<file path="src/rtl/activation_stream_packer.sv">
// Rounds/clamps 3-channel signed activations to 8-bit pixels and emits an AXI4-Stream video stream.
// Latency 1 cycle; registered ready drops only when the skid register is occupied, 2 pixels of storage.
module activation_stream_packer #(
  parameter int Height          = 600,
  parameter int Width           = 800,
  parameter int ActivationWidth = 10,
  parameter int FractionBits    = 2
) (
  input  logic                         clock_i,
  input  logic                         reset_ni,
  input  logic                         slave_valid_i,
  output logic                         slave_ready_o,
  input  logic [3*ActivationWidth-1:0] slave_data_i,
  output logic                         m_axis_tvalid_o,
  input  logic                         m_axis_tready_i,
  output logic [23:0]                  m_axis_tdata_o,
  output logic                         m_axis_tuser_o,
  output logic                         m_axis_tlast_o,
  output logic                         frame_done_o,
  output logic [15:0]                  clip_count_o
);

  localparam int AW = ActivationWidth;
  localparam int CW = (Width > 1) ? $clog2(Width) : 1;
  localparam int RW = (Height > 1) ? $clog2(Height) : 1;
  localparam logic [CW-1:0] COL_LAST = CW'(Width - 1);
  localparam logic [RW-1:0] ROW_LAST = RW'(Height - 1);
  localparam int RND_I = (FractionBits > 0) ? 2 ** (FractionBits - 1) : 0;
  localparam logic signed [AW:0] RND = (AW + 1)'(RND_I);

  typedef struct packed {
    logic [23:0] dat;
    logic        sof;
    logic        eol;
    logic        eof;
    logic        clip;
  } pix_t;

  logic          r_rdy;
  logic          r_out_vld;
  pix_t          r_out;
  logic          r_skid_vld;
  pix_t          r_skid;
  logic [CW-1:0] r_col;
  logic [RW-1:0] r_row;
  logic [15:0]   r_acc;
  logic [15:0]   r_clip_count;
  logic          r_done;

  logic signed [AW:0] w_x [3];
  int                 w_y [3];
  pix_t               w_in;
  logic               w_in_hs;
  logic               w_out_hs;
  logic               w_out_free;
  logic               w_skid_vld_nxt;
  logic [15:0]        w_acc_inc;

  // Position and clip flags are resolved at acceptance so they travel with the pixel.
  always_comb begin
    w_in = '0;
    for (int c = 0; c < 3; c++) begin
      w_x[c] = {slave_data_i[c*AW+AW-1], slave_data_i[c*AW +: AW]};
      w_y[c] = int'(w_x[c] + RND) >>> FractionBits;
      if (w_y[c] > 255) begin
        w_in.dat[c*8 +: 8] = 8'hFF;
      end else if (w_y[c] >= 0) begin
        w_in.dat[c*8 +: 8] = 8'(w_y[c]);
      end
      if (w_y[c] < 0 || w_y[c] > 255) begin
        w_in.clip = 1'b1;
      end
    end
    w_in.sof = (r_col == '0) && (r_row == '0);
    w_in.eol = (r_col == COL_LAST);
    w_in.eof = (r_col == COL_LAST) && (r_row == ROW_LAST);
  end

  assign w_in_hs        = slave_valid_i & r_rdy;
  assign w_out_hs       = r_out_vld & m_axis_tready_i;
  assign w_out_free     = ~r_out_vld | w_out_hs;
  assign w_skid_vld_nxt = w_out_free ? (r_skid_vld & w_in_hs) : (r_skid_vld | w_in_hs);
  assign w_acc_inc      = (r_acc == 16'hFFFF) ? r_acc : r_acc + 16'd1;

  always_ff @(posedge clock_i or negedge reset_ni) begin
    if (!reset_ni) begin
      r_rdy        <= 1'b0;
      r_out_vld    <= 1'b0;
      r_out        <= '0;
      r_skid_vld   <= 1'b0;
      r_skid       <= '0;
      r_col        <= '0;
      r_row        <= '0;
      r_acc        <= '0;
      r_clip_count <= '0;
      r_done       <= 1'b0;
    end else begin
      r_rdy      <= ~w_skid_vld_nxt;
      r_skid_vld <= w_skid_vld_nxt;
      if (w_in_hs && (r_skid_vld || !w_out_free)) begin
        r_skid <= w_in;
      end
      // Skid content is older than the incoming pixel, so it always moves first.
      if (w_out_free) begin
        r_out_vld <= r_skid_vld | w_in_hs;
        if (r_skid_vld) begin
          r_out <= r_skid;
        end else if (w_in_hs) begin
          r_out <= w_in;
        end
      end
      if (w_in_hs) begin
        if (r_col == COL_LAST) begin
          r_col <= '0;
          r_row <= (r_row == ROW_LAST) ? '0 : r_row + RW'(1);
        end else begin
          r_col <= r_col + CW'(1);
        end
      end
      r_done <= w_out_hs & r_out.eof;
      if (w_out_hs) begin
        if (r_out.eof) begin
          r_clip_count <= r_out.clip ? w_acc_inc : r_acc;
          r_acc        <= '0;
        end else if (r_out.clip) begin
          r_acc <= w_acc_inc;
        end
      end
    end
  end

  assign slave_ready_o   = r_rdy;
  assign m_axis_tvalid_o = r_out_vld;
  assign m_axis_tdata_o  = r_out.dat;
  assign m_axis_tuser_o  = r_out.sof;
  assign m_axis_tlast_o  = r_out.eol;
  assign frame_done_o    = r_done;
  assign clip_count_o    = r_clip_count;

endmodule
</file>
<file path="config.mk">
export PLATFORM = sky130hd
export DESIGN_NAME = activation_stream_packer
export DESIGN_NICKNAME = d
export VERILOG_FILES = /design/src/rtl/activation_stream_packer.sv
export SDC_FILE = /design/constraint.sdc
export NUM_CORES = 1
export LEC_CHECK = 0
export ABC_CLOCK_PERIOD_IN_PS = 1900
export CORE_MARGIN = 2
export CORE_UTILIZATION = 35
export CTS_CLUSTER_SIZE = 40
export DETAILED_ROUTE_END_ITERATION = 16
export PLACE_DENSITY = 0.66
export REMOVE_ABC_BUFFERS = 1
export SLEW_MARGIN = 15
export SYNTH_ARGS = -nofsm -noshare
export SYNTH_HDL_FRONTEND = slang
export SYNTH_SLANG_ARGS = --single-unit
</file>
<file path="constraint.sdc">
create_clock -name clock_i -period 1.9 [get_ports clock_i]
set_clock_uncertainty 0.2 [all_clocks]
set_input_delay 0.285 -clock clock_i [delete_from_list [all_inputs] [get_ports clock_i]]
set_output_delay 0.285 -clock clock_i [all_outputs]
set_load 0.1 [all_outputs]
</file>
* Word level (Yosys, flattened, before mapping)
Index checks and enable logic that the tools add are counted.
Operators by class: $add $sub $neg 6, multipliers 0, divide/modulo/power cells 0, magnitude comparators 9, equality and inequality tests 3, shift operators 0, mux-type cells 17, bitwise logic cells 8, reductions and logical operators 14
Operators with widths (number):
- 28-bit two-way mux | 2
- 16-bit two-way mux | 3
- 8-bit two-way mux | 6
- 10-bit by 3-bit adder with 11-bit output, second input constant | 3
- 9-bit by 1-bit >= comparator with 1-bit output, second input constant | 3
- 9-bit greater-than comparator, second input constant | 3
- 9-bit by 1-bit less-than comparator with 1-bit output, second input constant | 3
- 10-bit by 1-bit adder with 10-bit output, second input constant | 2
- 10-bit equality test, second input constant | 2
- 10-bit zero test | 2
- 10-bit two-way mux | 2
- 16-bit by 1-bit adder with 16-bit output, second input constant | 1
- 16-bit equality test, second input constant | 1
- 2-bit AND reduction | 3
- 1-bit AND | 4
- 1-bit logical OR | 4
- 1-bit two-way mux | 4
- 1-bit logical AND | 3
- 1-bit inverter | 2
- 1-bit bitwise OR | 2
- 2-bit nonzero test | 1
- 1-bit zero test | 1
Word-level totals: bits in registers 112, bits in latches 0, memory bits (writable) 0, ROM bits 0, bits of input ports 34, memories 0

* Longest topological paths before layout
word-level depth 8, gate-level depth with buffers 7, mapped depth without buffers 7

* Worst setup path before layout
No wires, ideal clock.
kind register -> register, start point register r_rdy (netlist: slave_ready_o), end point register r_skid[16] in the netlist's numbering, setup time 0.134 ns, arrival time 2.094 ns, setup slack -0.528 ns, cell stages (with the launch flop) 8, path buffers 3, cells stage by stage dfrtp_1 and2_1 clkbuf_1 o21ai_0 clkbuf_1 clkbuf_1 nand2_1 o21ai_0
Between the ends: cells in the longest elaborated chain, start to end 2
RTL lines:
- from (decl) | RTL line 39 | logic r_rdy;
- from (signal assigned) | RTL line 98 | r_rdy <= ~w_skid_vld_nxt;
- 1-bit AND | RTL line 79 | assign w_in_hs = slave_valid_i & r_rdy;
- 1-bit logical AND | RTL line 100 | if (w_in_hs && (r_skid_vld || !w_out_free)) begin
- to (signal assigned) | RTL line 101 | r_skid <= w_in;
- to (decl) | RTL line 43 | pix_t r_skid;
No other way between the ends. A chain may end at the register's enable or synchronous reset.

* Final worst setup path
start point register r_col[5], end point register r_row[1]
Between the ends: cells in the longest elaborated chain, start to end 2
RTL lines:
- from (decl) | RTL line 44 | logic [CW-1:0] r_col;
- from (signal assigned) | RTL line 117 | r_col <= r_col + CW'(1);
- 10-bit equality test | RTL line 113 | if (r_col == COL_LAST) begin
- 2-bit AND reduction (no line)
- to (signal assigned) | RTL line 115 | r_row <= (r_row == ROW_LAST) ? '0 : r_row + RW'(1);
- to (decl) | RTL line 45 | logic [RW-1:0] r_row;
No other way between the ends.

==> results.json <==
{
  "critPathCapture": "r_row[1]",
  "cp_max_fo": 8,
  "yosysTopAreaCellShare": 0.471,
  "yosys.cell_types.count": 56,
  "ys_seq_area_frac": 0.471,
  "drc": 0,
  "dpl.hpwl_um": 10600,
  "grt_usage": 0.170,
  "crit_required_ns": 1.98,
  "start_util": 0.359,
  "power.total_mw": 13.1,
  "total_leakage_power_nw": 3.98,
  "h-tree-depth": 3,
  "path_depth": 6,
  "clkSlewWorstSetupHoldPaths_ns": 0.07,
  "busiest_layer": "met2",
  "ir_worst_vdd_uv": 1420,
  "fin_nets": 875,
  "p_comb_frac": 0.554,
  "multi_input_area_um2": 3170,
  "antenna_found_initial": 0,
  "r2r-start": "r_col[5]",
  "relSlewSlack": 0.698,
  "die_area_um2": 18000,
  "regArea_um2": 2800,
  "synth_ff_type": "dfrtp_1",
  "grt_remaining_overflow": 0,
  "row_count": 47,
  "die_x_um": 134,
  "wl_per_cell_um": 14.4,
  "slew_viol_final": 0,
  "io_buffer_count": 75,
  "met2_usage": 0.290,
  "fin_setup_tns_ns": -0.706,
  "fillers": 1425,
  "status": "complete, but fails checks",
  "rsz0062_at_grt": "true",
  "tightest_slew_ns": 0.453,
  "crit_start": "r_col[5]",
  "fin_crit_sh": 1.04,
  "p_clk_frac": 0.159,
  "fp.coreArea_um2": 16600,
  "grt_max_degree": 39,
  "syn_area_per_cell_um2": 9.06,
  "drt_wl_total_um": 15200,
  "gr-usage-met1": 0.213,
  "io_pins": 79,
  "cts_sinks": 112,
  "critPathTopFamily": "simple AND/OR/NAND/NOR gates",
  "whs_ns": 0.219,
  "violations": "negative setup slack",
  "synth_edf_count": 0,
  "avgViaCountPerCell": 5.07,
  "fmax_ghz": 0.507,
  "cp-start-kind": "flip-flop",
  "arrival_ns": 2.05,
  "use_met3": 0.0469,
  "grt_pass1_wl_um": 25100,
  "dpl.cell_count": 1019,
  "chipHeight_um": 134,
  "rrSetupSlack_ns": -0.07,
  "slowest_stage": "or3_4",
  "cts-buffers-inserted": 9,
  "critical_path.cell_chain": "or3_4 -> or3_4 -> nor2_4 -> buf_6 -> nand3b_1 -> o21ai_1",
  "cp-end-kind": "flip-flop",
  "drt_iter0_drc": 250,
  "final_cell_mix": "buf_4 (132), dfrtp_1 (112), nand2_1 (87)",
  "ys_ff_latch": 112,
  "final_common_cell": "buf_4",
  "syn_inst": 656,
  "power.density_nw_per_um2": 1440,
  "cp_common_cell": "or3_4",
  "cts_tree": "built",
  "finalSetupViolations": 18,
  "diodes": 0,
  "synth_area_leaders": "dfrtp_1 (47%), o21ai_0 (6.5%), nand2_1 (5.7%), a21oi_1 (3.4%), buf_4 (3.3%)",
  "ys_warn_count": 0,
  "post-route-min-period_ns": 1.97,
  "first_global_vias": 5280,
  "switching_share": 0.454,
  "finalHoldViolations": 0,
  "power.switching_mw": 5.96,
  "gp_congestion": 0.817,
  "worst_slack_ns": -0.0708,
  "vias": 5359,
  "synthToLayoutAreaGrowth_pct": 53.0,
  "clk_latency_ns": 0.36,
  "critPathKind": "reg2reg",
  "synth_area_um2": 5950,
  "cts_max_path_buffers": 2,
  "root_buffer": "clkbuf_16",
  "slowest_delay_ns": 0.40,
  "rr_worst_depth": 6,
  "synthArstFlopShare": 1.00,
  "finalNonFillerCells": 1058,
  "maxCapViolCount": 0,
  "dr.pass1.iters": 4,
  "final_antenna_net_count": 0,
  "seqPwrFrac": 0.287,
  "hold_class": "in2async",
  "layout-drive-gt1-share": 0.339,
  "critPathBufInv": 1,
  "r2r_end": "r_row[1]",
  "p_int_mw": 7.17,
  "synth_area_leader_cell": "dfrtp_1"
}
## Yosys cell counts, types with 16 or more instances
library cell and n:
a21oi_1 40, buf_4 26, clkbuf_1 29, dfrtp_1 112, nand2_1 91, nand3_1 29
nor2_1 27, nor3_1 16, o21a_1 18, o21ai_0 77, o31ai_1 20, xnor2_1 19
xor2_1 18
## flip-flops by register name (all words and copies together) (netlist names)
register / flops
r_skid: 28
r_out: 2
m_axis_tdata_o: 24
r_row: 10
r_acc: 16
r_skid_vld: 1
frame_done_o: 1
m_axis_tuser_o: 1
m_axis_tvalid_o: 1
r_col: 10
slave_ready_o: 1
clip_count_o: 16
m_axis_tlast_o: 1
## final cells by class
class / instances / share of cell area
clock buffer: 10 / 0.0263
tap: 220 / 0.0303
clock inverter: 6 / 0.00990
timing repair buffer: 226 / 0.272
sequential: 112 / 0.308
multi-input combinational: 471 / 0.348
inverter: 13 / 0.00536
## cells by family (layout without fill, tap and decap cells)
| kind of cell | count (synthesis) | in the layout | share of synthesized area |
|---|---|---|---|
| xor gates and xnor gates | 37 | 37 | 0.0545 |
| and+or+nand+nor | 240 | 240 | 0.205 |
| buffers and inverters | 73 | 255 | 0.0636 |
| adders and majority gates | 8 | 8 | 0.0168 |
| DFF | 112 | 112 | 0.471 |
| AOI/OAI and AO/OA | 184 | 184 | 0.185 |
| muxes | 2 | 2 | 0.00337 |
## worst min path at each step
stage | slack [ns] | from | end
2_1_floorplan | -0.21 | reset_ni | clip_count_o[0]
3_3_place_gp | 0.07 | reset_ni | clip_count_o[8]
3_5_place_dp | 0.07 | reset_ni | clip_count_o[6]
4_1_cts | 0.23 | reset_ni | r_acc[8]
5_1_grt | 0.24 | reset_ni | clip_count_o[6]
6_report | 0.22 | reset_ni | clip_count_o[6]
## power by group through the flow
stage	clock, mW	combinational [mW]	sequential (mW)
final	2.08	7.27	3.76
after detailed placement	0	6.92	3.78
after floorplan	0	1.49	6.07
after global placement	0	6.83	3.76
after global routing	2.25	7.72	3.86
after CTS	2.14	7.00	3.74
## what timing repair did
| item | in CTS | in global routing |
|---|---|---|
| gates resized for setup | 31 | 80 |
| hold endpoints to repair | 27 | 0 |
| setup endpoints to repair | 43 | 52 |
| buffers inserted | 5 | 17 |
| hold buffers | 1 | 0 |
| pin swaps | 21 | 35 |
## worst register-to-register path, delay by kind of cell, from the launching register on
kind	cells	cell delay [ns]
buf+inv	1	0.17
simple gates	4	1.07
compound gates	1	0.08
flops	1	0.38
## per-stage QoR
stage / utilization / instance area, um^2 / worst slack [ns]
after floorplan: - / 5620 / -2.57
after global placement: 0.492 / 8160 / -0.421
after detailed placement: 0.492 / 8160 / -0.459
after CTS: 0.520 / 8630 / -0.0887
after global routing: 0.549 / 9100 / -0.164
final: 0.549 / 9100 / -0.0708
## per-layer routing
| metal | up-vias | wire (um) |
|---|---|---|
| met4 | 0 | 274 |
| met1 | 2585 | 6520 |
| met5 | - | 0 |
| li1 | 2661 | - |
| met2 | 92 | 7780 |
| met3 | 21 | 634 |
(Power assumes the default switching activity.)
==> RTL change 1, RTL diff (same flow settings) <==
Make the reset (`reset_ni`) synchronous in one clocked block.
--- a/src/rtl/activation_stream_packer.sv
+++ b/src/rtl/activation_stream_packer.sv
@@ -83,5 +83,5 @@
   assign w_acc_inc      = (r_acc == 16'hFFFF) ? r_acc : r_acc + 16'd1;
 
-  always_ff @(posedge clock_i or negedge reset_ni) begin
+  always_ff @(posedge clock_i) begin
     if (!reset_ni) begin
       r_rdy        <= 1'b0;
Behaviour: differs if reset_ni is asserted again (counterexample within 4 cycles, from zero or initial values and one cycle with reset_ni low); with reset_ni held inactive, the same outputs for 10 cycles.
==> RTL change 1 against the unedited design <==
- the flow still finishes with violations (setup timing)
- area after synthesis down 0.97%
- sequential share of layout area is 5.4 points lower
- cell area is 2.4% lower
- final cell count increased by 9.1%
- via count increased by 17%
- sequential cell count unchanged
- worst setup slack lost 0.26 ns
- routed wire length is 15% higher
- core utilization shrank 1.1 points
Power is not compared: it rests on default switching activity, and its combinational part moved more than twofold at a synthesized area within 25%.
==> RTL change 1: results (changes against the unedited design) <==
* Critical Path AT at 2.33 ns (+0.28 ns)
* Sequential element share of the synthesized area at 38.1% (-9.1 points)
* Gp weighted congestion at 0.881 (+7.8%)
* Launch point of the worst reg-to-reg path: r_col[5]$_SDFFE_PN0P_
* Vias post-DR at 6257 (+17%)
* Largest net degree at the start of global routing at 59 (+51%)
* Asr flop ratio synth at 0% (-100 points)
* TritonCTS Buffers at 9 (unchanged)
* Status: complete, but fails checks
* Commonest cells post-synth: dfxtp_1, a21oi_1, nand2_1
* Final setup violation count at 20 (+2)
* Number of fill cells at 1512 (+6.1%)
* DRT Pass-1 Iters at 6 (+2)
* WHS Path Cells at 3
* Final TNS setup at -3.31 ns (-2.60 ns)
* CP Max Fanout at 7 (-1)
* R2r endpoint: r_row[7]$_SDFFE_PN0P_
* IO Port Bufs at 75 (unchanged)
* Worst reg2reg path depth at 4 (-2)
* Dpl cell area at 8260 µm² (+1.2%)
* Hpwl dp at 12300 µm (+16%)
* Met2 usage at 31.5% (+2.5 points)
* Layout Nets at 971 (+11%)
* Met1 Track Usage GR at 26.6% (+5.3 points)
* Vias in the first global route at 6011 (+14%)
* Worst-Margin Slew at 0.381 ns (-0.0723 ns)
* Cell leakage power at 3.30 nW
* Netlist cell types at 53 (-5.4%)
* Wirelength, routed at 17500 µm (+15%)
* Mux cell area share after synthesis at 0.680% (+0.34 points)
* Worst setup margin at -0.335 ns (-0.265 ns)
* Share of cells above drive strength 1 at 31.9% (-2.0 points)
* Mapped Area at 5890 µm² (-0.97%)
* XOR/XNOR Fraction of Synth Area at 3.12% (-2.3 points)
* Area contributors post-synth: dfxtp_1, a21oi_1, nand3_1
* DRT iter0 DRCs at 486 (+94%)
* Synth Area in Adders at 1.70% (+0.016 points)
* Met3 usage at 3.77% (-0.92 points)
* Failing checks: setup timing
* Tot GR Track Use at 19.6% (+2.6 points)
* HP Class: primary input to flip-flop
==> RTL change 1: final cells by class <==
class	instances	area (µm²)	share of cell area (%)
flip-flops and latches	112	2250	25.4
multi-input cells	542	3440	38.8
clock buffers	9	225	2.54
clock inverters	7	55.1	0.620
repair buffers	248	2570	28.9
well taps	220	275	3.10
inverters	16	60.1	0.677
==> RTL change 1: power groups by stage <==
stage                     clock (mW)  combinational (mW)  sequential (mW)
after floorplan                    0               0.219             2.81
after global placement             0                1.04             2.52
after detailed placement           0                1.05             2.52
after CTS                       1.87                1.06             2.47
after global routing            1.96                1.13             2.47
final                           1.84                1.07             2.47
==> RTL change 1: timing repair <==
action / CTS / global route
hold buffers: 0 / 0
cloned: 2 / 0
endpoints found under the setup margin: 33 / 51
resized for setup: 23 / 53
pin swaps: 21 / 22
buffers inserted: 7 / 2
==> RTL change 1: kinds of logic after synthesis <==
group                    Yosys count
AND/OR/NAND/NOR                  290
adder cells (fa/ha/maj)            8
buffers and inverters             92
XOR/XNOR                          21
flip-flops                       112
AO/OA/AOI/OAI                    218
multiplexers                       4
==> RTL change 1: per-stage QoR <==
stage	std cells	hold slack (ns)	setup WS (ns)
after floorplan	669	0.203	-1.30
after global placement	1128	0.240	-0.586
after detailed placement	1128	0.247	-0.632
after CTS	1153	0.219	-0.343
after global routing	1154	0.229	-0.376
final	1154	0.215	-0.335
==> RTL change 1: how the worst max path moves through the flow <==
stage	start	endpoint	slack, ns
final	r_col[5]$_SDFFE_PN0P_	r_row[7]$_SDFFE_PN0P_	-0.34
after global routing	r_col[5]$_SDFFE_PN0P_	r_row[5]$_SDFFE_PN0P_	-0.38
after CTS	r_col[5]$_SDFFE_PN0P_	r_row[7]$_SDFFE_PN0P_	-0.34
after detailed placement	slave_valid_i	r_row[6]$_SDFFE_PN0P_	-0.63
after global placement	slave_valid_i	r_row[5]$_SDFFE_PN0P_	-0.59
after floorplan	m_axis_tvalid_o$_SDFFE_PN0N_	r_skid[22]$_SDFFE_PN0P_	-1.30
==> RTL change 1: worst max-delay path, stage by stage (launching register included) <==
cell and delay, ns:
dfxtp_2 0.32, or3_4 0.40, or4_4 0.60, or4_1 0.52, a21oi_1 0.13
==> RTL change 1: per-layer routing <==
layer / up-vias / wire length [µm] / share of wire [%]
met5: - / 0 / 0
li1: 3120 / - / -
met4: 0 / 249 / 1.4
met2: 182 / 8400 / 48
met1: 2931 / 8070 / 46
met3: 24 / 774 / 4.4
==> RTL change 2, RTL diff (same settings) <==
Without the edit above. Change the parameter `ActivationWidth` from 10 to 20.
--- a/src/rtl/activation_stream_packer.sv
+++ b/src/rtl/activation_stream_packer.sv
@@ -4,5 +4,5 @@
   parameter int Height          = 600,
   parameter int Width           = 800,
-  parameter int ActivationWidth = 10,
+  parameter int ActivationWidth = 20,
   parameter int FractionBits    = 2
 ) (
Interface: changed (resized slave_data_i); port bits go from 79 to 109. No check against the original RTL was run, so the function may have changed too.
==> RTL change 2 against the unedited design <==
- the run still ends with setup timing left
- routed wire length is 33% higher
- clock power grew 2%
- total power is 2.8% lower
- non-clock buffer count grew 106
- area after synthesis up 8.2%
- cell area increased by 21%
- worst setup slack worse by 0.20 ns
- critical path depth is the same
- sequential cell count unchanged
- sequential share of layout area is 5.4 points lower
- global-route usage increased by 2.9 points
- largest power group unchanged
==> RTL change 2: results (changes against the unedited design) <==
* DRT iter0 DRCs at 342 (+37%)
* Synth Area in Compound Gates at 17.8% (-0.71 points)
* Share of cells above drive strength 1 at 47.9% (+14 points)
* H-tree depth at 3 (unchanged)
* Hold_ws at 0.0957 ns (-0.123 ns)
* Full die area at 19500 µm² (+8.0%)
* Met1 Track Usage GR at 25.6% (+4.2 points)
* HP Class: primary input to async pin
* Tot GR Track Use at 19.9% (+2.9 points)
* Dpl cell area at 9310 µm² (+14%)
* Launch point of the worst reg-to-reg path: r_col[5]$_DFFE_PN0P_
* Vias post-DR at 6726 (+26%)
* Cell leakage power at 4.91 nW (+23%)
* Largest net degree at the start of global routing at 44 (+13%)
* Layout Nets at 1091 (+25%)
* Failing checks: setup timing
* DR top layer: met4
* Hpwl dp at 13000 µm (+23%)
* CP Launch Type: flip-flop
* Worst-Margin Slew at 0.437 ns (-0.0155 ns)
* Final setup violation count at 91 (+73)
* Netlist cell types at 71 (+27%)
* WL/cell at 16.2 µm (+13%)
* Gp weighted congestion at 0.854 (+4.5%)
* First-pass GRT wire length at 32000 µm (+27%)
* Status: complete, but fails checks
* TritonCTS Buffers at 9 (unchanged)
* DRT Pass-1 Iters at 5 (+1)
* Critical path destination: r_row[9]$_DFFE_PN0P_
* Met2 wire length at 10400 µm (+34%)
* Met3 usage at 2.89% (-1.8 points)
* IO Port Bufs at 105 (+40%)
* Vias in the first global route at 6640 (+26%)
* Mux cell area share after synthesis at 0.778% (+0.44 points)
* Non-Filler Instances at 1253 (+18%)
* Post-Place Cells at 1190 (+17%)
* Met1 Wirelength at 8430 µm (+29%)
* Ys Warns at 0 (unchanged)
* Largest register FFs at 28 (unchanged)
* Final TNS setup at -13.03 ns (-12.32 ns)
* VDD IR-drop max at 0.00139 V (-1.9%)
* Post-Synthesis Cells at 729 (+11%)
* Synth Area in Adders at 1.56% (-0.13 points)
* Worst setup margin at -0.272 ns (-0.201 ns)
* CP Max Fanout at 2 (-6)
* CTS clock-pin slew for the worst setup and hold paths at 0.07 ns (about the same)
* Root Buffer: clkbuf_16
* Met2 usage at 34.0% (+5.0 points)
* Sequential element share of the synthesized area at 43.5% (-3.6 points)
* Clock latency at the later pin of the worst-skew pair at 0.36 ns (about the same)
* Critical Path AT at 2.26 ns (+0.21 ns)
* Setup WS pre-CTS at -1.12 ns (-0.656 ns)
* XOR/XNOR Fraction of Synth Area at 6.80% (+1.4 points)
* Commonest cells post-synth: dfrtp_1, nand2_1, nor2_1
* Area contributors post-synth: dfrtp_1, nand2_1, o21ai_0
* WL met3 at 908 µm (+43%)
## RTL change 2: cell type report
cell class	instances	area, µm²
clock buffers	11	243
clock inverters	5	86.3
fillers	1432	6990
inverters	16	62.6
multi-input cells	548	4210
flip-flops and latches	112	2800
well taps	229	287
repair buffers	332	3340
## RTL change 2: power by group
group | internal (mW) | leakage (nW) | switching (mW) | total, mW
Combinational | 2.77 | 3.32 | 4.25 | 7.02
Clock | 1.21 | 0.161 | 0.910 | 2.12
Sequential | 3.03 | 1.43 | 0.585 | 3.62
## RTL change 2: repair_timing
| action | CTS | global route |
|---|---|---|
| hold buffers | 1 | 0 |
| gates cloned | 2 | 0 |
| setup endpoints to repair | 99 | 97 |
| endpoints found under the hold margin | 112 | 0 |
| gates resized for setup | 352 | 131 |
| pin swaps | 108 | 81 |
| setup buffers | 31 | 18 |
